### src/rtl/spu_mastq_if.sv
// spu_mastq_if
//   Store request bus between the MA store-issue queue and the LSU.
//
//   Handshake: spu_lsu_st_req is a valid that, once raised, holds together
//   with spu_lsu_st_addr/spu_lsu_st_data unchanged until the LSU samples
//   lsu_spu_st_gnt high on a rising edge (gnt acts as ready; a gnt seen
//   while req is low has no effect). lsu_spu_st_ack is an independent
//   one-cycle completion strobe, one per previously granted store.
//
//   Signals:
//     spu_lsu_st_req   store request valid (queue -> LSU)
//     spu_lsu_st_addr  physical address PA[39:3] (queue -> LSU)
//     spu_lsu_st_data  store data (queue -> LSU)
//     lsu_spu_st_gnt   request accepted this cycle (LSU -> queue)
//     lsu_spu_st_ack   one store completed (LSU -> queue)
interface spu_mastq_if #(
  parameter int DW = 64,
  parameter int AW = 37
);
  logic          spu_lsu_st_req;
  logic [AW-1:0] spu_lsu_st_addr;
  logic [DW-1:0] spu_lsu_st_data;
  logic          lsu_spu_st_gnt;
  logic          lsu_spu_st_ack;

  modport master (
    output spu_lsu_st_req,
    output spu_lsu_st_addr,
    output spu_lsu_st_data,
    input  lsu_spu_st_gnt,
    input  lsu_spu_st_ack
  );

  modport slave (
    input  spu_lsu_st_req,
    input  spu_lsu_st_addr,
    input  spu_lsu_st_data,
    output lsu_spu_st_gnt,
    output lsu_spu_st_ack
  );
endinterface

### src/rtl/spu_mastq.sv
// spu_mastq
//   Store-issue queue between the MA store sequencer and the LSU. Words read
//   from MA memory are buffered in a 2-entry FIFO; each sequencer store
//   request launches the FIFO head to the LSU at an auto-incrementing
//   address. Granted-but-unacked stores are counted so the sequencer can
//   wait for all MA stores to be acknowledged.
//
//   Optional feature macro: SPU_MASTQ_PARITY_EN (even parity per entry,
//   rechecked at launch; a bad entry is discarded and spu_mastq_perr pulses).
//
//   Ports:
//     rclk, arst_l                 clock, async active-low reset
//     se                           scan enable (no functional use here)
//     spu_mactl_iss_pulse_dly      new op: load address, clear overflow
//     spu_mactl_mpa                start address (8-byte units)
//     spu_mast_stbuf_wen           push spu_madp_memrd_data into the FIFO
//     spu_madp_memrd_data          word read from MA memory
//     spu_mast_streq               request one store from the FIFO head
//     spu_mactl_stxa_force_abort   flush FIFO, pending requests, held req
//     lsu                          LSU store request bus (master side)
//     spu_mast_streq_ack           one-cycle pulse per accepted LSU ack
//     spu_wen_allma_stacks_ok      nothing buffered, pending or outstanding
//     spu_mastq_ovfl               sticky FIFO overflow
//     spu_mastq_perr               parity error pulse
module spu_mastq #(
  parameter int DW = 64,
  parameter int AW = 37
) (
  input  logic               rclk,
  input  logic               arst_l,
  input  logic               se,
  input  logic               spu_mactl_iss_pulse_dly,
  input  logic [AW-1:0]      spu_mactl_mpa,
  input  logic               spu_mast_stbuf_wen,
  input  logic [DW-1:0]      spu_madp_memrd_data,
  input  logic               spu_mast_streq,
  input  logic               spu_mactl_stxa_force_abort,
  spu_mastq_if.master        lsu,
  output logic               spu_mast_streq_ack,
  output logic               spu_wen_allma_stacks_ok,
  output logic               spu_mastq_ovfl,
  output logic               spu_mastq_perr
);

  logic [1:0][DW-1:0] mem_q, mem_d;
  logic               wptr_q, wptr_d;
  logic               rptr_q, rptr_d;
  logic [1:0]         cnt_q, cnt_d;
  logic [1:0]         pend_q, pend_d;
  logic [2:0]         out_q, out_d;
  logic [AW-1:0]      areg_q, areg_d;
  logic               req_q, req_d;
  logic [AW-1:0]      addr_q, addr_d;
  logic [DW-1:0]      data_q, data_d;
  logic               sack_q, sack_d;
  logic               ovfl_q, ovfl_d;
  logic               perr_q, perr_d;

  logic fifo_empty, fifo_full, gnt_acc, ack_acc;
  logic launch_try, launch_ok, par_bad, wr_acc, ovfl_set;

  logic unused_se;
  assign unused_se = se;

  assign fifo_empty = (cnt_q == 2'd0);
  assign fifo_full  = (cnt_q == 2'd2);
  assign gnt_acc    = req_q & lsu.lsu_spu_st_gnt;
  assign ack_acc    = lsu.lsu_spu_st_ack & (out_q != 3'd0);
  // A launch attempt pops the head whether or not its parity is good.
  assign launch_try = (pend_q != 2'd0) & ~fifo_empty & ~req_q &
                      ~spu_mactl_stxa_force_abort;
  assign launch_ok  = launch_try & ~par_bad;
  // A full FIFO can still accept a write in the cycle its head pops.
  assign wr_acc     = spu_mast_stbuf_wen & ~spu_mactl_stxa_force_abort &
                      (~fifo_full | launch_try);
  assign ovfl_set   = spu_mast_stbuf_wen & ~spu_mactl_stxa_force_abort &
                      fifo_full & ~launch_try;

`ifdef SPU_MASTQ_PARITY_EN
  logic [1:0] par_q, par_d;
  assign par_bad = (^mem_q[rptr_q]) != par_q[rptr_q];
`else
  assign par_bad = 1'b0;
`endif

  always_comb begin
    mem_d  = mem_q;
    wptr_d = wptr_q;
    rptr_d = rptr_q;
    cnt_d  = cnt_q;
    pend_d = pend_q;
    out_d  = out_q;
    areg_d = areg_q;
    req_d  = req_q;
    addr_d = addr_q;
    data_d = data_q;
    sack_d = ack_acc;
    ovfl_d = ovfl_q;
    perr_d = launch_try & par_bad;
`ifdef SPU_MASTQ_PARITY_EN
    par_d  = par_q;
`endif

    if (wr_acc) begin
      mem_d[wptr_q] = spu_madp_memrd_data;
`ifdef SPU_MASTQ_PARITY_EN
      par_d[wptr_q] = ^spu_madp_memrd_data;
`endif
      wptr_d = ~wptr_q;
    end
    if (launch_try) rptr_d = ~rptr_q;

    case ({wr_acc, launch_try})
      2'b10:   cnt_d = cnt_q + 2'd1;
      2'b01:   cnt_d = cnt_q - 2'd1;
      default: cnt_d = cnt_q;
    endcase

    case ({spu_mast_streq, launch_try})
      2'b10:   pend_d = (pend_q == 2'd3) ? pend_q : pend_q + 2'd1;
      2'b01:   pend_d = pend_q - 2'd1;
      default: pend_d = pend_q;
    endcase

    if (spu_mactl_stxa_force_abort) begin
      wptr_d = 1'b0;
      rptr_d = 1'b0;
      cnt_d  = 2'd0;
      pend_d = 2'd0;
    end

    // Grant wins over abort so a store the LSU has accepted is always counted.
    if (gnt_acc) begin
      req_d = 1'b0;
    end else if (spu_mactl_stxa_force_abort) begin
      req_d = 1'b0;
    end else if (launch_ok) begin
      req_d  = 1'b1;
      addr_d = areg_q;
      data_d = mem_q[rptr_q];
    end

    if (spu_mactl_iss_pulse_dly) areg_d = spu_mactl_mpa;
    else if (gnt_acc)            areg_d = areg_q + {{(AW-1){1'b0}}, 1'b1};

    case ({gnt_acc, ack_acc})
      2'b10:   out_d = out_q + 3'd1;
      2'b01:   out_d = out_q - 3'd1;
      default: out_d = out_q;
    endcase

    if (spu_mactl_iss_pulse_dly) ovfl_d = 1'b0;
    else if (ovfl_set)           ovfl_d = 1'b1;
  end

  always_ff @(posedge rclk or negedge arst_l) begin
    if (!arst_l) begin
      mem_q  <= '0;
      wptr_q <= 1'b0;
      rptr_q <= 1'b0;
      cnt_q  <= 2'd0;
      pend_q <= 2'd0;
      out_q  <= 3'd0;
      areg_q <= '0;
      req_q  <= 1'b0;
      addr_q <= '0;
      data_q <= '0;
      sack_q <= 1'b0;
      ovfl_q <= 1'b0;
      perr_q <= 1'b0;
`ifdef SPU_MASTQ_PARITY_EN
      par_q  <= 2'b00;
`endif
    end else begin
      mem_q  <= mem_d;
      wptr_q <= wptr_d;
      rptr_q <= rptr_d;
      cnt_q  <= cnt_d;
      pend_q <= pend_d;
      out_q  <= out_d;
      areg_q <= areg_d;
      req_q  <= req_d;
      addr_q <= addr_d;
      data_q <= data_d;
      sack_q <= sack_d;
      ovfl_q <= ovfl_d;
      perr_q <= perr_d;
`ifdef SPU_MASTQ_PARITY_EN
      par_q  <= par_d;
`endif
    end
  end

  assign lsu.spu_lsu_st_req  = req_q;
  assign lsu.spu_lsu_st_addr = addr_q;
  assign lsu.spu_lsu_st_data = data_q;
  assign spu_mast_streq_ack  = sack_q;
  assign spu_mastq_ovfl      = ovfl_q;
  assign spu_mastq_perr      = perr_q;
  assign spu_wen_allma_stacks_ok = (out_q == 3'd0) & fifo_empty &
                                   (pend_q == 2'd0) & ~req_q;

endmodule

### src/flat_wrapper.sv
// flat-port wrapper written by rule: the top's interface ports become plain ports
module spu_mastq_flat 
#(
  parameter int DW = 64,
  parameter int AW = 37
)
  (rclk, arst_l, se, spu_mactl_iss_pulse_dly, spu_mactl_mpa, spu_mast_stbuf_wen, spu_madp_memrd_data, spu_mast_streq, spu_mactl_stxa_force_abort, spu_mast_streq_ack, spu_wen_allma_stacks_ok, spu_mastq_ovfl, spu_mastq_perr, lsu_spu_lsu_st_req, lsu_spu_lsu_st_addr, lsu_spu_lsu_st_data, lsu_lsu_spu_st_gnt, lsu_lsu_spu_st_ack);
  spu_mastq_if #(.DW(DW), .AW(AW)) lsu_i ();
  input  logic rclk;
  input  logic arst_l;
  input  logic se;
  input  logic spu_mactl_iss_pulse_dly;
  input  logic [AW-1:0] spu_mactl_mpa;
  input  logic spu_mast_stbuf_wen;
  input  logic [DW-1:0] spu_madp_memrd_data;
  input  logic spu_mast_streq;
  input  logic spu_mactl_stxa_force_abort;
  output logic spu_mast_streq_ack;
  output logic spu_wen_allma_stacks_ok;
  output logic spu_mastq_ovfl;
  output logic spu_mastq_perr;
  output wire logic [$bits(lsu_i.spu_lsu_st_req)-1:0] lsu_spu_lsu_st_req;
  output wire logic [$bits(lsu_i.spu_lsu_st_addr)-1:0] lsu_spu_lsu_st_addr;
  output wire logic [$bits(lsu_i.spu_lsu_st_data)-1:0] lsu_spu_lsu_st_data;
  input wire logic [$bits(lsu_i.lsu_spu_st_gnt)-1:0] lsu_lsu_spu_st_gnt;
  input wire logic [$bits(lsu_i.lsu_spu_st_ack)-1:0] lsu_lsu_spu_st_ack;
  assign lsu_spu_lsu_st_req = lsu_i.spu_lsu_st_req;
  assign lsu_spu_lsu_st_addr = lsu_i.spu_lsu_st_addr;
  assign lsu_spu_lsu_st_data = lsu_i.spu_lsu_st_data;
  assign lsu_i.lsu_spu_st_gnt = lsu_lsu_spu_st_gnt;
  assign lsu_i.lsu_spu_st_ack = lsu_lsu_spu_st_ack;
  spu_mastq #(.DW(DW), .AW(AW)) u_core (.rclk(rclk), .arst_l(arst_l), .se(se), .spu_mactl_iss_pulse_dly(spu_mactl_iss_pulse_dly), .spu_mactl_mpa(spu_mactl_mpa), .spu_mast_stbuf_wen(spu_mast_stbuf_wen), .spu_madp_memrd_data(spu_madp_memrd_data), .spu_mast_streq(spu_mast_streq), .spu_mactl_stxa_force_abort(spu_mactl_stxa_force_abort), .lsu(lsu_i), .spu_mast_streq_ack(spu_mast_streq_ack), .spu_wen_allma_stacks_ok(spu_wen_allma_stacks_ok), .spu_mastq_ovfl(spu_mastq_ovfl), .spu_mastq_perr(spu_mastq_perr));
endmodule
### config.mk
export PLATFORM = sky130hd
export DESIGN_NAME = spu_mastq_flat
export DESIGN_NICKNAME = d
export VERILOG_FILES = /design/src/rtl/spu_mastq_if.sv /design/src/rtl/spu_mastq.sv /design/src/flat_wrapper.sv
export SDC_FILE = /design/constraint.sdc
export NUM_CORES = 1
export LEC_CHECK = 0
export CAP_MARGIN = 20
export CORE_UTILIZATION = 35
export DETAILED_ROUTE_END_ITERATION = 8
export DONT_BUFFER_PORTS = 1
export PLACE_DENSITY = 0.52
export SYNTH_ARGS = -nofsm -noshare
export SYNTH_HDL_FRONTEND = slang
export SYNTH_SLANG_ARGS = --single-unit
### constraint.sdc
create_clock -name rclk -period 2.72 [get_ports rclk]
set_input_delay 0.816 -clock rclk [delete_from_list [all_inputs] [get_ports rclk]]
set_output_delay 0.816 -clock rclk [all_outputs]
set_load 0.01 [all_outputs]
## Yosys cells after proc, flatten, opt, wreduce, memory -nomap -nowiden

Cells that the tools add are included.

| storage, ports and cells | value |
|---|---|
| latch bits | 0 |
| memories | 0 |
| output and inout port bits | 106 |
| memory bits (read-only) | 0 |
| bits in registers | 278 |
| bits in writable memories | 0 |
| logic and storage cells | 91 |
| input port bits | 110 |

| cells by class | value |
|---|---|
| muxes and demuxes | 22 |
| divide/modulo/power cells | 0 |
| equality and inequality tests | 9 |
| $add $sub $neg | 7 |
| $lt $le $gt $ge | 3 |
| reductions and logical operators | 16 |
| shifts and indexed selects | 0 |
| multipliers | 0 |
| bitwise operators | 21 |

Operator list:

| cell | count |
|---|---|
| 64-bit 2-to-1 mux | 3 |
| 128-bit bitwise mux | 1 |
| 37-bit 2-to-1 mux | 2 |
| 64-bit demux with 1-bit select | 1 |
| 37-bit by 1-bit adder with 37-bit output, second input constant | 1 |
| 1-bit bitwise AND | 12 |
| 2-bit nonzero test | 6 |
| 3-bit nonzero test | 4 |
| 2-bit equality test, second input constant | 5 |
| 1-bit 2-to-1 mux | 9 |
| 1-bit inverter | 8 |
| 2-bit one-hot mux with 2 select lines | 2 |
| 2-bit by 1-bit equality test with 1-bit output, second input constant | 3 |
| 2-bit 2-to-1 mux | 3 |
| 3-bit one-hot mux with 2 select lines | 1 |
| 2-bit by 1-bit adder with 2-bit output, second input constant | 2 |
| 2-bit logical NOT | 2 |
| 1-bit by 2-bit less-than comparator with 1-bit output, second input constant | 2 |
| 2-bit by 1-bit subtractor with 2-bit output, second input constant | 2 |
| 3-bit by 1-bit adder with 3-bit output, second input constant | 1 |
| 3-bit logical NOT | 1 |
| 3-bit != test, second input constant | 1 |
| 3-bit AND reduction | 1 |
| 3-bit by 1-bit subtractor with 3-bit output, second input constant | 1 |
| other kinds (4) | 4 |

## Depth between registers and ports, before layout

| depth | value |
|---|---|
| word-level depth | 10 |
| gate-level depth with buffers | 8 |
| mapped depth without buffers | 8 |

## Worst setup path before layout

OpenSTA, ideal clock, no wires.

| timing | value |
|---|---|
| kind | input -> register |
| start point | input port spu_mactl_stxa_force_abort |
| end point | register u_core.mem_q[13] in the netlist's numbering |
| data required time | 2.595 ns |
| path buffers | 2 |
| library setup time | 0.125 ns |
| setup slack | 0.434 ns |
| arrival time | 2.161 ns |
| cell stages on the path | 4 |
| cell sequence | clkbuf_1 -> nor4_4 -> buf_6 -> mux2_2 |

| between the ends | value |
|---|---|
| longest elaborated chain between the ends | 4 |
| elaborated cells on any way between the ends | 5 |
| those cells by class | bitwise (5) |

RTL lines:

| what | RTL line | text |
|---|---|---|
| start: declaration | flat_wrapper.sv:17 | `input logic spu_mactl_stxa_force_abort;` |
| 1-bit inverter (no line) * | - |  |
| 1-bit bitwise AND | spu_mastq.sv:70 | `assign launch_try = (pend_q != 2'd0) & ~fifo_empty & ~req_q &` |
| 1-bit OR | spu_mastq.sv:75 | `(~fifo_full \| launch_try);` |
| 1-bit bitwise AND * | spu_mastq.sv:74 | `assign wr_acc = spu_mast_stbuf_wen & ~spu_mactl_stxa_force_abort &` |
| end signal: assignment | spu_mastq.sv:175 | `mem_q <= mem_d;` |
| end: declaration | spu_mastq.sv:45 | `logic [1:0][DW-1:0] mem_q, mem_d;` |

Mark *: on every way between the ends. The rest lies on a longest branch, timed or not.
A chain may end at the register's enable or synchronous reset.

## Worst setup path after layout

| timing | value |
|---|---|
| start point | register u_core.cnt_q[1] |
| end point | output port spu_wen_allma_stacks_ok |

| between the ends | value |
|---|---|
| longest elaborated chain between the ends | 4 |

RTL lines:

| what | RTL line | text |
|---|---|---|
| start: declaration | spu_mastq.sv:48 | `logic [1:0] cnt_q, cnt_d;` |
| start signal: assignment | spu_mastq.sv:178 | `cnt_q <= cnt_d;` |
| 2-bit logical NOT | spu_mastq.sv:65 | `assign fifo_empty = (cnt_q == 2'd0);` |
| 1-bit bitwise AND (2 in series) | spu_mastq.sv:200 | `assign spu_wen_allma_stacks_ok = (out_q == 3'd0) & fifo_empty &` |
| 1-bit bitwise AND | spu_mastq.sv:201 | `(pend_q == 2'd0) & ~req_q;` |
| end: declaration | flat_wrapper.sv:19 | `output logic spu_wen_allma_stacks_ok;` |

Every way passes these cells.

==> flow_metrics.env <==
export IMPL_clock_fmax_ghz=0.4258
export IMPL_pre_cts_slack_ns=0.2757
export IMPL_syn_area_um2=11920
export IMPL_multi_input_area_um2=4647
export IMPL_wl_um=26670
export IMPL_rr_startpoint="u_core.lsu.spu_lsu_st_req"
export IMPL_peakVddDrop_mv=0.5012
export IMPL_synth_area_leaders="dfrtp_1, mux2_2, mux2i_1"
export IMPL_cts_tree="built"
export IMPL_drt_initial_drc_count=385
export IMPL_cts_root_buf="clkbuf_16"
export IMPL_slew_violations=0
export IMPL_place_inst=1361
export IMPL_syn_avg_cell_area_um2=12.41
export IMPL_worst_slew_pin_slew_ns=0.9510
export IMPL_place_gp_congestion=0.7433
export IMPL_period_minus_slack_ns=2.348
export IMPL_critPathSlowestCell="dfrtp_1"
export IMPL_critPathMaxFanout=7
export IMPL_fin_skew_ns=0.008918
export IMPL_die_width_um=186.6
export IMPL_r2r_end="u_core.areg_q[21]"
export IMPL_regArea_um2=6960
export IMPL_start_util_pct=35.56
export IMPL_worst_slack_ns=0.3716
export IMPL_n_fill_cell=3207
export IMPL_worstRegToRegCells=4
export IMPL_cp_required_ns=1.90
export IMPL_endpoint="spu_wen_allma_stacks_ok"
export IMPL_setup_worst_path_start_class="flip-flop"
export IMPL_stdcell_count=1421
export IMPL_drive_above_1_share_pct=23.54
export IMPL_pin_count=216
export IMPL_die_h_um=186.6
export IMPL_reg2reg_setup_slack_ns=0.47
export IMPL_hpwl_um=16560
export IMPL_ys_seq_elements=278
export IMPL_clkTransAtPathRegs_ns=0.05
export IMPL_rsz0062_at_grt="no"
export IMPL_cp_end_kind="primary output"
export IMPL_crit_path_start="u_core.cnt_q[1]"
export IMPL_cts_buffers=34
export IMPL_synth_top_cell_by_area="dfrtp_1"
export IMPL_hold_path_class="in2async"
export IMPL_clk_insertion_delay_late_ns=0.50
export IMPL_cts_sinks=278
export IMPL_grt_pass1_vias=7524
export IMPL_grt_pass1_wl_um=43550
export IMPL_fp_row_count=67
export IMPL_utilization_pct=40.12
export IMPL_htree_levels=2
export IMPL_setup_violations_final=0
export IMPL_async_flop_share_pct=100.0
export IMPL_vias=7338
export IMPL_tns_ns=0
export IMPL_synth_edf_count=0
export IMPL_cp_cell_sequence="nor2_1 > and3_1"
export IMPL_crit_type="reg2out"
export IMPL_grt_max_degree=220
export IMPL_yosys_area_top_type_share_pct=58.34
export IMPL_antenna_cells=0
export IMPL_grt_overflow=0
export IMPL_finalHoldViolations=0
export IMPL_wl_per_cell_um=18.77
export IMPL_ys_warn_count=0
export IMPL_globalRouteTotalUtil_pct=15.63
export IMPL_p_leak_nw=5.555
export IMPL_period_share_pct=86.34
export IMPL_worstPathArrival_ns=1.53
export IMPL_portBuffers=0
export IMPL_relSlewSlack_pct=36.60
export IMPL_outcome="completed"
export IMPL_drv_cap=0
export IMPL_finalNetCount=1064
export IMPL_synthDistinctLibCells=44
export IMPL_syn_inst=961
export IMPL_area_growth_pct=12.83
export IMPL_via_per_inst=5.164
export IMPL_cts_resized=0
export IMPL_ys_flop_type="dfrtp_1"
export IMPL_ys_seq_area_share_pct=58.34
export IMPL_cts_buffer_depth=3
export IMPL_grt_antenna_before_repair=0
export IMPL_slowest_delay_ns=0.43
export IMPL_p_per_area_nw_per_um2=983.3
export IMPL_ant_nets=0
export IMPL_dieArea_um2=34810
export IMPL_syn_nets=1074
export IMPL_core_area_um2=33530
export IMPL_drc_errors=0
export IMPL_drt_first_pass_iters=4
[cells by family after synthesis]
family / share of synthesized area, %
and+or+nand+nor: 9.402
muxes: 21.10
AOI/OAI and AO/OA: 6.695
xor gates and xnor gates: 1.322
DFF: 58.34
other: 0.03145
buffers and inverters: 2.728
adders and majority gates: 0.3777
[Yosys cell counts, types with 3 or more instances]
master and count:
or3_1 9, nor3_1 7, mux2i_1 68, a22oi_1 3
buf_6 7, o31ai_1 16, and3_1 9, dfrtp_1 278
nand3_1 14, clkbuf_1 32, nand2_1 96, and4_1 7
a21oi_1 5, mux2_1 5, mux2_2 158, xor2_1 9
nor2_1 32, inv_1 7, xnor2_1 9, or4_1 17
nand4_1 17, a31oi_1 22, nor2b_1 4, o21ai_0 90
buf_2 17
[where the power goes]
group | internal, mW | switching [mW]
sequential | 5.58 | 1.42
combinational | 1.14 | 0.777
clock | 2.61 | 1.70
[metrics by stage]
| stage | power [mW] | hold slack [ns] | area, um2 |
|---|---|---|---|
| global route | 14.05 | 0.01480 | 13450 |
| finish | 13.23 | 0.06090 | 13450 |
| floorplan | 8.368 | 0.4430 | 11920 |
| global placement | 8.931 | 0.4693 | 12350 |
| detailed placement | 9.040 | 0.4715 | 12350 |
| CTS | 13.47 | 0.002767 | 13450 |
[worst min path at each step]
| stage | cells past startpoint | endpoint |
|---|---|---|
| floorplan | 1 | u_core.out_q[2] |
| global placement | 1 | u_core.mem_q[17] |
| detailed placement | 1 | u_core.out_q[2] |
| CTS | 0 | u_core.mem_q[91] |
| global route | 0 | u_core.lsu.spu_lsu_st_addr[33] |
| finish | 0 | u_core.mem_q[37] |
[state kept, by name, summed over array words and instances (netlist names)]
name / count
u_core.spu_mastq_ovfl: 1
u_core.pend_q: 2
u_core.mem_q: 128
u_core.areg_q: 37
u_core.cnt_q: 2
u_core.rptr_q: 1
u_core.spu_mast_streq_ack: 1
u_core.wptr_q: 1
u_core.out_q: 3
u_core.lsu.spu_lsu_st_data: 64
u_core.lsu.spu_lsu_st_addr: 37
u_core.lsu.spu_lsu_st_req: 1
[layer usage]
metal  up-vias  GRT usage (%)  part of all wire (%)  routed length (um)
li1       3428              -                     -                   -
met1      3702          19.59                    43               11470
met2       168          24.96                    46               12330
met3        40          5.943                   8.3                2226
met4         0          4.760                   2.4                 650
met5         -              0                     0                   0
[final cells by class]
type                       count  share of cell area [%]
clock buffer                  48                   7.319
clock inverter                10                  0.6045
inverter                       8                  0.2232
multi-input combinational    617                   34.54
sequential                   278                   51.73
tap                          448                   4.166
timing repair buffer          12                   1.414
[critical path: cells and delay by family (launching register included)]
kind          cells  cell delay, ns
flops             1            0.43
simple gates      2            0.61
[placed cells by master, fill, tap and decap left out, types with 3 or more instances in the layout]
cell	n
a21oi_1	5
a22oi_1	3
a31oi_1	22
and3_1	9
and4_1	7
buf_12	8
buf_4	4
clkbuf_1	7
clkbuf_16	35
clkbuf_8	6
clkinv_2	7
dfrtp_1	277
inv_1	7
mux2_1	5
mux2_2	158
mux2i_1	68
nand2_1	96
nand3_1	14
nand4_1	17
nor2_1	32
nor2b_1	4
nor3_1	7
o21ai_0	90
o31ai_1	16
or3_1	8
or4_1	17
xnor2_1	9
xor2_1	9
[timing repair]
action | CTS | global route
buffers inserted | 0 | 0
hold endpoints to repair | 35 | 0
hold buffers | 2 | 0
Note: power is estimated with default switching activity, not from simulation.
